[src/rtl/fetch_stage.sv]
// Instruction-fetch stage: owns the PC, selects the next PC, and holds the IF/ID register.
// Optional FETCH_PERF_CNT_EN macro adds fetch_count / stall_count performance counters.
module fetch_stage #(
    parameter int                       ADDRESS_WIDTH = 32,
    parameter int                       INSTR_WIDTH   = 32,
    parameter logic [ADDRESS_WIDTH-1:0] RESET_PC      = '0
) (
    input  logic                     clk,
    input  logic                     rst,
    input  logic                     stall_f,
    input  logic                     stall_d,
    input  logic                     flush_d,
    input  logic [1:0]               pc_src,
    input  logic [ADDRESS_WIDTH-1:0] branch_target,
    input  logic [ADDRESS_WIDTH-1:0] jump_target,
    output logic [ADDRESS_WIDTH-1:0] instr_addr,
    input  logic [INSTR_WIDTH-1:0]   instr_in,
    output logic [INSTR_WIDTH-1:0]   instr_d,
    output logic [ADDRESS_WIDTH-1:0] pc_plus4_d,
`ifdef FETCH_PERF_CNT_EN
    output logic [31:0]              fetch_count,
    output logic [31:0]              stall_count,
`endif
    output logic                     valid_d
);

    localparam logic [ADDRESS_WIDTH-1:0] ALIGN_MASK = {{(ADDRESS_WIDTH-2){1'b1}}, 2'b00};
    localparam logic [ADDRESS_WIDTH-1:0] PC_STEP    = ADDRESS_WIDTH'(4);

    logic [ADDRESS_WIDTH-1:0] pc_q, pc_d;
    logic [ADDRESS_WIDTH-1:0] pc_plus4;
    logic [ADDRESS_WIDTH-1:0] pc_next;
    logic [INSTR_WIDTH-1:0]   instr_q, instr_d_nxt;
    logic [ADDRESS_WIDTH-1:0] pc_plus4_q, pc_plus4_d_nxt;
    logic                     valid_q, valid_d_nxt;
    logic                     load_real;

    // Fetch: next-PC selection; targets are masked so the PC stays word aligned.
    always_comb begin
        pc_plus4 = pc_q + PC_STEP;
        case (pc_src)
            2'd1:    pc_next = branch_target & ALIGN_MASK;
            2'd2:    pc_next = jump_target & ALIGN_MASK;
            default: pc_next = pc_plus4;
        endcase
        pc_d = stall_f ? pc_q : pc_next;
    end

    always_comb begin
        instr_d_nxt    = instr_q;
        pc_plus4_d_nxt = pc_plus4_q;
        valid_d_nxt    = valid_q;
        load_real      = 1'b0;
        if (flush_d) begin
            instr_d_nxt    = '0;
            pc_plus4_d_nxt = '0;
            valid_d_nxt    = 1'b0;
        end else if (!stall_d) begin
            instr_d_nxt    = instr_in;
            pc_plus4_d_nxt = pc_plus4;
            valid_d_nxt    = 1'b1;
            load_real      = 1'b1;
        end
    end

    // IF/ID boundary
    always_ff @(posedge clk or posedge rst) begin
        if (rst) begin
            pc_q       <= RESET_PC;
            instr_q    <= '0;
            pc_plus4_q <= '0;
            valid_q    <= 1'b0;
        end else begin
            pc_q       <= pc_d;
            instr_q    <= instr_d_nxt;
            pc_plus4_q <= pc_plus4_d_nxt;
            valid_q    <= valid_d_nxt;
        end
    end

    assign instr_addr = pc_q;
    assign instr_d    = instr_q;
    assign pc_plus4_d = pc_plus4_q;
    assign valid_d    = valid_q;

`ifdef FETCH_PERF_CNT_EN
    logic [31:0] fetch_count_q, fetch_count_d;
    logic [31:0] stall_count_q, stall_count_d;

    always_comb begin
        fetch_count_d = load_real ? fetch_count_q + 32'd1 : fetch_count_q;
        stall_count_d = stall_f   ? stall_count_q + 32'd1 : stall_count_q;
    end

    always_ff @(posedge clk or posedge rst) begin
        if (rst) begin
            fetch_count_q <= '0;
            stall_count_q <= '0;
        end else begin
            fetch_count_q <= fetch_count_d;
            stall_count_q <= stall_count_d;
        end
    end

    assign fetch_count = fetch_count_q;
    assign stall_count = stall_count_q;
`else
    logic unused_load_real;
    assign unused_load_real = load_real;
`endif

endmodule
[config.mk]
export PLATFORM = sky130hd
export DESIGN_NAME = fetch_stage
export DESIGN_NICKNAME = d
export VERILOG_FILES = /design/src/rtl/fetch_stage.sv
export SDC_FILE = /design/constraint.sdc
export NUM_CORES = 1
export LEC_CHECK = 0
export CAP_MARGIN = 20
export CORE_MARGIN = 4
export CORE_UTILIZATION = 48
export DETAILED_ROUTE_END_ITERATION = 12
export GPL_TIMING_DRIVEN = 0
export MAX_ROUTING_LAYER = met4
export PLACE_DENSITY = 0.87
export SLEW_MARGIN = 20
export SYNTH_ARGS = -nofsm -noshare
export SYNTH_HDL_FRONTEND = slang
export SYNTH_SLANG_ARGS = --single-unit
[constraint.sdc]
create_clock -name clk -period 9.7 [get_ports clk]
set_input_delay 2.91 -clock clk [delete_from_list [all_inputs] [get_ports clk]]
set_output_delay 2.91 -clock clk [all_outputs]
set_load 0.05 [all_outputs]
=== Word-level counts from Yosys, hierarchy flattened ===
Cells that the tools add are included.

* Muxes and demuxes: 7
* Add/sub/neg operators: 1
* Eq/ne operators: 3

{| class="wikitable"
|+ Operator list
! operator !! count
|-
| $mux W32 || 4
|-
| $pmux W32 S2 || 1
|-
| $add A32 B3 Y32 const B || 1
|-
| $eq A2 B1 Y1 const B || 1
|-
| $eq A2 B2 Y1 const B || 1
|-
| $mux W1 || 2
|-
| $ne A2 B1 Y1 const B || 1
|}

* Register bits: 97
* Output and inout port bits: 97

=== Depth between registers and ports, before layout ===
Gate-level depths: netlist (run 1).

* Word-level depth: 3
* Gate-level depth with buffers: 7
* Gate-level depth less buffers: 6

=== Least setup slack after synthesis (run 1) ===
No wires, ideal clock.

* Path kind: input to register
* Start point: input pc_src[0]
* End point: register pc_q[29], in the netlist instr_addr[29]
* Data arrival time: 4.050 ns
* Path buffers: 2
* Stages on the path: 6
* Slack: 5.524 ns
* Cells stage by stage: inv_1 > ha_1 > clkbuf_1 > clkbuf_1 > nand4b_1 > o311a_1

* Longest elaborated chain between the ends: 2
* Elaborated cells on any way between the ends: 3
* Those cells by class: eq/ne (2); mux (1)

{| class="wikitable"
|+ RTL lines
! what !! line !! source
|-
| start, declared || 13 || <nowiki>input logic [1:0] pc_src,</nowiki>
|-
| $eq A2 B2 Y1 / $eq A2 B1 Y1 (equally long branches) || 41 || <nowiki>case (pc_src)</nowiki>
|-
| $pmux W32 S2 * || 41 ||
|-
| end signal, assigned || 74 || <nowiki>pc_q <= pc_d;</nowiki>
|-
| end, declared || 30 || <nowiki>logic [ADDRESS_WIDTH-1:0] pc_q, pc_d;</nowiki>
|}

Mark *: on every way between the ends. The rest lies on a longest branch, timed or not.
A chain may end at the register's enable or synchronous reset.

=== Final worst setup path (run 1) ===
Same ends and word-level chain as after synthesis.

==> results.md, run 1 <==
* Status: complete, no violations
* Worst reg2reg setup slack at 7.40 ns
* Yosys reg bits at 94
* Number of post-CTS setup repair buffers at 0
* H-tree levels at 3
* Final hold vios at 0
* Global route total overflow at 0
* Resized cells post-CTS at 0
* Initial antenna violation count at 0
* Maximum clock rate at 203.3 MHz
* Worst Skew at 0.01338 ns
* Hpwl dp at 13510 µm
* Slew margin rel. at 53.40%
* CTS Buf Count at 9
* Startpoint types: input pin
* Synth cell types at 46
* Worst skew pair latency at 0.36 ns
* Crit Path Class: in -> reg
* Chip width at 111.5 µm
* DR DRC count at 0
* Die H at 111.5 µm
* Top cells by area, synth: dfrtp_1 (46%), mux2i_1 (9.3%), nor2_1 (7.5%)
* Syn_area_per_cell at 9.382 µm²
* Root buffer cell: clkbuf_8
* DP Area at 0.007269 mm²
* Total Routed Length at 17000 µm
* Synth area leader: dfrtp_1
* Vias at 5023
* Top_reg_cell synth: dfrtp_1
* FFs w/ async S/R, synth at 100.0%
* Final instance area at 0.007442 mm²
* Sequential cell area fraction in the yosys report at 45.75%
* # rows at 37
* Die area at 0.01243 mm²
* Reg clk slew, reported paths at 0.09 ns
* R2r startpoint: instr_addr[9]
* Crit path from: pc_src[0]
* Crit path DAT at 5.16 ns
* Placer Congestion at 0.9493
* I/O pin count at 200
* Gr usage total at 27.77%
* Post-synth EDFFs at 0
* Clk buf depth at 2
* Crit path capture type: flop
* Port Buffers at 192
* Antenna Violating Nets Remaining at 0
* Crit path time final at 4.920 ns
* Largest net degree at the start of global routing at 50
* Data required, critical path at 9.94 ns
* R2R depth at 6
* Synth-to-Final Area Change at 44.76%
* Syn Inst Count at 548
* Drt pass-1 iters at 5
* Worst Setup EP: instr_addr[29]
* Final Cycle Share at 50.72%
* Total power at 1.314 mW
* Reg-to-Reg End: pc_plus4_d[31]
* Power Density at 176.6 mW/mm²
* Post-synth top area share at 45.75%
* Final count of pins violating max slew at 0
* Vias in the first global route at 5006
* Worst Tran Pin Value at 0.6990 ns
* P_leak at 3.106 nW
* Final setup viols at 0
* N_diodes at 0
* Synthesized area at 0.005141 mm²
* Hold Buf Count CTS at 0
* Via-to-Cell Ratio at 5.631
* Clock Sinks at 94
* Initial core utilization at 49.58%
* RSZ-0062 raised after global routing: false
* Most frequent cells in the layout: clkdlybuf4s50_1 (192), nor2_1 (103), dfrtp_1 (94), mux2i_1 (48), a21oi_1 (40)
* Ys Warns at 0
* Nets at 859
* Initial DRC Count at 409
* Setup_tns at 0 ns
* Layout cell share with drive strength beyond 1 at 6.614%
* Worst Path Max Fanout at 10
* Fillers at 787
* TritonCTS clock tree: done
* Core ar. at 0.01037 mm²
* Most common library cell in the layout ignoring fill and taps: clkdlybuf4s50_1
* Global-route wire length before repair at 26730 µm
* Max-cap violations at 0
* Peak supply drop at 0.09374 mV
* HP Class: reg -> reg
* Routed wire per std cell at 19.05 µm
## sequential cells by signal, indices dropped and copies added, names as in the netlist
register / cells
instr_addr: 30
pc_plus4_d: 31
valid_d: 1
instr_d: 32
## cells in the mapped netlist, drive strengths merged (2+ instances only)
cell type,n
o21ai,20
a311oi,5
nor2,103
ha,3
a221oi,11
mux2i,48
nand2b,2
and4,3
nand4,12
nand2,24
and3,3
nor4,10
a211oi,21
buf,19
nor3,11
xor2,7
o221ai,2
clkbuf,33
nand3,11
xnor2,21
dfrtp,94
inv,16
a22oi,20
a21oi,40
## how the worst min path moves through the flow
stage,from,end,depth (start not counted)
3_5_place_dp,pc_plus4_d[6],pc_plus4_d[6],2
3_3_place_gp,pc_plus4_d[6],pc_plus4_d[6],2
6_report,valid_d,valid_d,2
4_1_cts,valid_d,valid_d,2
2_1_floorplan,valid_d,valid_d,2
5_1_grt,pc_plus4_d[4],pc_plus4_d[4],2
## layout make-up
class / instances / area (µm²) / area share (%)
Multi-Input combinational cell: 387 / 2504 / 33.64
Sequential cell: 94 / 2352 / 31.61
Timing Repair Buffer: 193 / 1949 / 26.19
Buffer: 52 / 229.0 / 3.077
Tap cell: 136 / 170.2 / 2.286
Clock buffer: 11 / 151.4 / 2.034
Inverter: 16 / 65.06 / 0.8742
Clock inverter: 3 / 21.27 / 0.2858
## through the flow
stage / utilization, % / setup slack, ns / hold WS (ns) / instances
2_1_floorplan: - / 4.341 / 0.7514 / 549
3_3_place_gp: 69.79 / 2.987 / 0.4944 / 877
3_5_place_dp: 70.10 / 4.453 / 0.5062 / 878
4_1_cts: 71.77 / 4.835 / 0.5222 / 892
5_1_grt: 71.77 / 4.717 / 0.5455 / 892
6_report: 71.77 / 4.780 / 0.5201 / 892
## routing by layer
metal | global-route usage [%] | vias up | part of all wire [%]
li1 | - | 2344 | -
met1 | 36.91 | 2440 | 44
met2 | 44.79 | 219 | 48
met3 | 5.000 | 20 | 6.7
met4 | 6.245 | 0 | 1.5
met5 | - | - | 0
## cell families after synthesis
group	count (synthesis)	share of synthesized area, %
buffers and inverters	68	5.622
DFF	94	45.75
xor gates and xnor gates	28	4.770
AOI/OAI and AO/OA	123	15.65
and+or+nand+nor	183	18.06
adders and majority gates	3	0.7302
muxes	48	9.345
other	1	0.07294
## power breakdown
group	total [mW]	switching, mW	internal, mW	leakage [nW]
Clock	0.244	0.140	0.105	0.0873
Sequential	0.492	0.0501	0.442	1.22
Combinational	0.578	0.372	0.206	1.80
## critical path: stages
cell and delay, ns:
clkdlybuf4s50_1 0.48, inv_1 0.05, ha_1 0.33, clkbuf_1 0.46, clkbuf_1 0.59, nand4b_1 0.17, o311a_1 0.16
Note: power is estimated with default switching activity, not from simulation.
==> run 2: changes to the inputs <==
--- a/config.mk
+++ b/config.mk
@@ -7,11 +7,11 @@
 export LEC_CHECK = 0
 export CAP_MARGIN = 20
 export CORE_MARGIN = 4
-export CORE_UTILIZATION = 48
+export CORE_UTILIZATION = 40
 export DETAILED_ROUTE_END_ITERATION = 12
 export GPL_TIMING_DRIVEN = 0
 export MAX_ROUTING_LAYER = met4
-export PLACE_DENSITY = 0.87
+export PLACE_DENSITY = 0.77
 export SLEW_MARGIN = 20
 export SYNTH_ARGS = -nofsm -noshare
 export SYNTH_HDL_FRONTEND = slang
==> constraint.sdc (replaced) <==
create_clock -name clk -period 4.4 [get_ports clk]
set_input_delay 1.32 -clock clk [delete_from_list [all_inputs] [get_ports clk]]
set_output_delay 1.32 -clock clk [all_outputs]
set_load 0.05 [all_outputs]
==> results.md, run 2 (synthesis gave the netlist of run 1 again) <==
* Status: complete, no violations
* Global-route wire length before repair at 26530 µm (-0.75%)
* Most frequent cells in the layout: clkdlybuf4s50_1 (192), nor2_1 (103), dfrtp_1 (94), mux2i_1 (48), a21oi_1 (40)
* Vias in the first global route at 5014 (+0.16%)
* Initial core utilization at 40.74% (-8.8 points)
* Drt pass-1 iters at 5 (unchanged)
* Crit path DAT at 3.52 ns (-1.64 ns)
* Maximum clock rate at 304.0 MHz
* P_leak at 3.159 nW (+1.7%)
* Final setup viols at 0 (unchanged)
* I/O pin count at 200 (unchanged)
* Seq pwr share at 34.3% (-3.1 points)
* Placer Congestion at 0.9199 (-3.1%)
* Initial DRC Count at 508 (+24%)
* Peak supply drop at 0.2071 mV (+120%)
* Die area at 0.01473 mm² (+19%)
* Data required, critical path at 4.63 ns (-5.31 ns)
* Comb pwr share at 40.2% (-3.8 points)
* Total power at 3.173 mW (+140%)
* Area of the multi-input gates at 0.002504 mm² (unchanged)
* Global route total overflow at 0 (unchanged)
* TritonCTS clock tree: done
* Crit path capture type: flop
* DR DRC count at 0 (unchanged)
* CTS Buf Count at 9 (unchanged)
* CP dominant cell by count: clkbuf_1
* Critical path's largest stage delay at 0.53 ns (-0.06 ns)
* Vias at 5018 (-0.10%)
* Internal power at 1.878 mW (+150%)
* Power Density at 416.3 mW/mm² (+140%)
* Worst skew pair latency at 0.35 ns (about the same)
* Initial antenna violation count at 0 (unchanged)
* Antenna Violating Nets Remaining at 0 (unchanged)
* N_diodes at 0 (unchanged)
* Startpoint types: input pin
* DP Worst Slack at 0.7808 ns (-3.672 ns)
* Via-to-Cell Ratio at 5.396 (-4.2%)
* Number of post-CTS setup repair buffers at 0 (unchanged)
* Most common library cell in the layout ignoring fill and taps: clkdlybuf4s50_1
* Sw Share at 40.82% (-1.9 points)
* Max-cap violations at 0 (unchanged)
* Worst Skew at 0.006928 ns (-0.006451 ns)
* Synth-to-Final Area Change at 48.24%
* Slowest CP cell: clkbuf_1
* H-tree levels at 3 (unchanged)
* Top cell family by delay on the critical path: buffers and inverters
* Worst Tran Pin Value at 0.6786 ns (-0.02039 ns)
* Gr usage total at 23.48% (-4.3 points)
* # rows at 41 (+11%)
* Final Cycle Share at 74.77%
* Largest register FFs at 32 (unchanged)
* Port Buffers at 192 (unchanged)
* Clk buf depth at 2 (unchanged)
* Register Area at 0.002352 mm² (unchanged)
* Total Routed Length at 17040 µm (+0.26%)
* HP Class: reg -> reg
* Switching pwr at 1.295 mW (+130%)
* Reg clk slew, reported paths at 0.06 ns (-0.03 ns)
* Final count of pins violating max slew at 0 (unchanged)
* Crit path buffers/inverters at 4 (unchanged)
* Layout cell share with drive strength beyond 1 at 6.860% (+0.25 points)
* RSZ-0062 raised after global routing: false
* Worst Path Max Fanout at 10 (unchanged)
* Crit path time final at 3.290 ns
* Core ar. at 0.01262 mm² (+22%)
* Worst-path cell chain: clkdlybuf4s50_1, inv_1, ha_1, clkbuf_1, clkbuf_1, nand4b_1, o311a_1
* Routed wire per std cell at 18.32 µm (-3.8%)
* Clock Sinks at 94 (unchanged)
* Largest net degree at the start of global routing at 65 (+30%)
* Hpwl dp at 13250 µm (-1.9%)
* Clk pwr share at 25.5% (+6.9 points)
* Root buffer cell: clkbuf_16
* Slew margin rel. at 54.76% (+1.4 points)
* Fillers at 1080 (+37%)
* Nets at 859 (unchanged)
* Resized cells post-CTS at 0 (unchanged)
* Crit Path Class: in -> reg
* Hold Buf Count CTS at 0 (unchanged)
* Final hold vios at 0 (unchanged)
* Setup WS post-layout at 1.110 ns (-3.670 ns)
* Die H at 121.4 µm (+8.9%)
* Chip width at 121.4 µm (+8.9%)
run 2: changes by cell type in the layout (fill, tap and decap cells not counted), sizes merged:
| cell | delta |
|---|---|
| clkinv | -2 |
| bufinv | +1 |
| clkbuf | -2 |
| clkinvlp | +2 |
| inv | +3 |
run 2: through the flow:
| stage | util, % | cells | hold slack [ns] | setup TNS (ns) | cell area [µm²] |
|---|---|---|---|---|---|
| 6_report | 60.39 | 930 | 0.5145 | 0 | 7621 |
| 5_1_grt | 60.39 | 930 | 0.5378 | 0 | 7621 |
| 4_1_cts | 60.39 | 930 | 0.5185 | 0 | 7621 |
| 3_5_place_dp | 57.96 | 914 | 0.5038 | 0 | 7315 |
| 3_3_place_gp | 57.70 | 913 | 0.4935 | -71.27 | 7282 |
| 2_1_floorplan | - | 549 | 0.7514 | 0 | 5145 |
run 2: worst paths after layout:
| path | from | end | slack (ns) | cells past startpoint |
|---|---|---|---|---|
| setup reg to reg | instr_addr[2] | pc_plus4_d[30] | 2.01 | 6 |
| hold reg to reg | pc_plus4_d[2] | pc_plus4_d[2] | 0.51 | 2 |
| max in group asynchronous | rst | instr_d[30] | 2.46 | 3 |
| setup / recovery | pc_src[0] | instr_addr[29] | 1.11 | 7 |
| min in group asynchronous | rst | pc_plus4_d[30] | 1.33 | 2 |
| hold / removal | pc_plus4_d[2] | pc_plus4_d[2] | 0.51 | 2 |
run 2: metal layers:
metal / global-route usage (%) / wire, µm / share of wire [%]
met4: 7.353 / 344 / 2.0
met3: 3.077 / 1165 / 6.8
met1: 31.63 / 7417 / 44
met2: 37.13 / 8113 / 48
met5: - / 0 / 0
run 2: cell type report:
cell class	count	share of cell area (%)
flip-flops and latches	94	30.87
multi-input cells	387	32.85
plain buffers	52	3.004
repair buffers	193	25.58
inverters	16	0.8537
clock inverters	7	1.067
clock buffers	9	2.955
well taps	172	2.824
run 2: worst register-to-register path, delay by kind of cell (launching register included):
kind,cells,cell delay [ns]
AND/OR/NAND/NOR,3,0.96
flip-flops,1,0.51
adder cells (fa/ha/maj),1,0.30
AO/OA/AOI/OAI,1,0.29
XOR/XNOR,1,0.21
run 2: power by group through the flow:
| stage | clock network (mW) | logic (mW) | registers [mW] |
|---|---|---|---|
| global placement | 0 | 1.25 | 1.10 |
| floorplan | 0 | 0.410 | 1.48 |
| detailed placement | 0 | 1.27 | 1.10 |
| global route | 0.856 | 1.34 | 1.10 |
| CTS | 0.815 | 1.28 | 1.09 |
| finish | 0.808 | 1.28 | 1.09 |
==> run 3: changes to the inputs <==
==> constraint.sdc (replaced) <==
create_clock -name clk -period 2.9 [get_ports clk]
set_input_delay 0.87 -clock clk [delete_from_list [all_inputs] [get_ports clk]]
set_output_delay 0.87 -clock clk [all_outputs]
set_load 0.05 [all_outputs]
==> results.md, run 3 (synthesis gave the netlist of run 1 again) <==
* Max-cap violations at 0 (unchanged)
* Antenna Violating Nets Remaining at 0 (unchanged)
* Port Buffers at 192 (unchanged)
* Crit path capture type: flop
* Final count of pins violating max slew at 0 (unchanged)
* Routed wire per std cell at 18.24 µm (-0.44%)
* Reg clk slew, reported paths at 0.06 ns (about the same)
* Initial DRC Count at 471 (-7.3%)
* Worst skew pair latency at 0.34 ns (about the same)
* # rows at 41 (unchanged)
* Met1 Track Usage GR at 31.85% (+0.22 points)
* Crit path DAT at 2.92 ns (-0.60 ns)
* Crit path from: pc_src[0]
* Largest register FFs at 32 (unchanged)
* Chip width at 121.4 µm (unchanged)
* DP Worst Slack at -0.3366 ns (-1.117 ns)
* Final instance area at 0.007625 mm² (about the same)
* Global route total overflow at 0 (unchanged)
* Crit path time final at 2.701 ns
* Crit path buffers/inverters at 4 (unchanged)
* P_leak at 3.158 nW (about the same)
* Drt pass-1 iters at 5 (unchanged)
* Root buffer cell: clkbuf_16
* Setup WS post-layout at 0.1993 ns (-0.9109 ns)
* DP Area at 0.007346 mm² (+0.43%)
* Status: complete, no violations
* Vias in the first global route at 5123 (+2.2%)
* Gr usage total at 23.94% (+0.45 points)
* R2R depth at 6 (unchanged)
* Startpoint types: input pin
* Clock Sinks at 94 (unchanged)
* Most frequent cells in the layout: clkdlybuf4s50_1 (192), nor2_1 (103), dfrtp_1 (94), mux2i_1 (48), a21oi_1 (40)
* Peak supply drop at 0.3445 mV (+66%)
* Top cell family by delay on the critical path: buffers and inverters
* Layout cell share with drive strength beyond 1 at 6.974% (+0.11 points)
* N_diodes at 0 (unchanged)
* Data required, critical path at 3.12 ns (-1.51 ns)
* H-tree levels at 3 (unchanged)
* Initial core utilization at 40.74% (unchanged)
* Crit path depth at 7 (unchanged)
* Initial antenna violation count at 0 (unchanged)
* RSZ-0062 raised after global routing: false
* Most common library cell in the layout ignoring fill and taps: clkdlybuf4s50_1
* Maximum clock rate at 370.3 MHz
* Nets at 861 (+0.23%)
* Worst Tran Pin Value at 0.6963 ns (+0.01766 ns)
* Worst Path Max Fanout at 10 (unchanged)
* TritonCTS clock tree: done
* Worst-path cell chain: clkdlybuf4s50_1, inv_1, ha_1, clkbuf_1, clkbuf_2, nand4b_1, o311a_1
* Global-route wire length before repair at 27010 µm (+1.8%)
* CTS Buf Count at 9 (unchanged)
* Die H at 121.4 µm (unchanged)
* HP Class: reg -> reg
* Final setup viols at 0 (unchanged)
* Clk buf depth at 2 (unchanged)
* Final hold vios at 0 (unchanged)
* Die area at 0.01473 mm² (unchanged)
* Final Cycle Share at 93.13%
* Worst Skew at 0.006851 ns (-0.00007635 ns)
* Largest net degree at the start of global routing at 35 (-46%)
* Power Density at 615.4 mW/mm² (+48%)
* DR DRC count at 0 (unchanged)
* Hold path start: pc_plus4_d[5]
* Hold Path Depth at 2 (unchanged)
* Critical path's largest stage delay at 0.49 ns (-0.04 ns)
* Met3 Use GR at 4.662% (+1.6 points)
* Vias at 5033 (+0.30%)
* Via-to-Cell Ratio at 5.400 (about the same)
* Total Routed Length at 17000 µm (-0.23%)
* R2r startpoint: instr_addr[10]
* Slew margin rel. at 53.58% (-1.2 points)
* Synth-to-Final Area Change at 48.31% (about the same)
* Slowest CP cell: clkdlybuf4s50_1
* Placer Congestion at 0.9307 (+1.2%)
* Crit Path Class: in -> reg
* I/O pin count at 200 (unchanged)
* Top Usage Layer GRT: met2
* Hpwl dp at 13460 µm (+1.6%)
* Met2 GRT Util at 37.31% (+0.17 points)
* Core ar. at 0.01262 mm² (unchanged)
run 3: per-layer routing:
| metal | share of wire [%] | vias up |
|---|---|---|
| met5 | 0 | - |
| met4 | 2.1 | 0 |
| met3 | 7.3 | 30 |
| met2 | 47 | 239 |
| met1 | 43 | 2409 |
| li1 | - | 2355 |
run 3: what timing repair did:
action                                  in CTS  in global routing
endpoints found under the setup margin       0                  3
hold buffers                                 0                  0
setup buffers                                0                  0
resized for setup                            0                  2
endpoints found under the hold margin        0                  0
run 3: where the power goes:
group / internal, mW / leakage, nW / total (mW) / switching (mW)
Clock: 0.608 / 0.125 / 1.10 / 0.496
Combinational: 0.693 / 1.81 / 1.94 / 1.25
Sequential: 1.48 / 1.22 / 1.65 / 0.168
Total: 2.78 / 3.16 / 4.69 / 1.91
run 3: path summary, 6_finish.rpt:
| kind | to | slack [ns] |
|---|---|---|
| max in group asynchronous | pc_plus4_d[27] | 1.38 |
| worst max register to register | pc_plus4_d[31] | 0.57 |
| worst min-delay path | pc_plus4_d[5] | 0.52 |
| min in group asynchronous | instr_d[25] | 0.86 |
| worst min register to register | pc_plus4_d[5] | 0.52 |
| worst max-delay path | instr_addr[29] | 0.20 |
run 3: cell type report:
type / instances / area (µm²)
Fill cell: 1104 / 4995
Multi-Input combinational cell: 387 / 2504
Sequential cell: 94 / 2352
Timing Repair Buffer: 195 / 1982
Clock buffer: 12 / 246.5
Buffer: 52 / 230.2
Tap cell: 172 / 215.2
Inverter: 16 / 63.81
Clock inverter: 4 / 31.28
run 3: through the flow:
stage / utilization (%) / hold slack [ns] / std cells / power [mW] / setup TNS (ns)
final: 60.42 / 0.5187 / 932 / 4.692 / 0
after CTS: 60.41 / 0.5180 / 932 / 4.705 / 0
after global routing: 60.42 / 0.5483 / 932 / 4.911 / 0
after floorplan: - / 0.7514 / 549 / 2.861 / 0
after detailed placement: 58.21 / 0.5039 / 916 / 3.601 / -2.215
after global placement: 57.73 / 0.4949 / 913 / 3.560 / -7.082
run 3: worst min-delay path, cell delays in order (launching register included):
cell and delay, ns:
dfrtp_1 0.34, a21oi_1 0.06, nor2_1 0.08
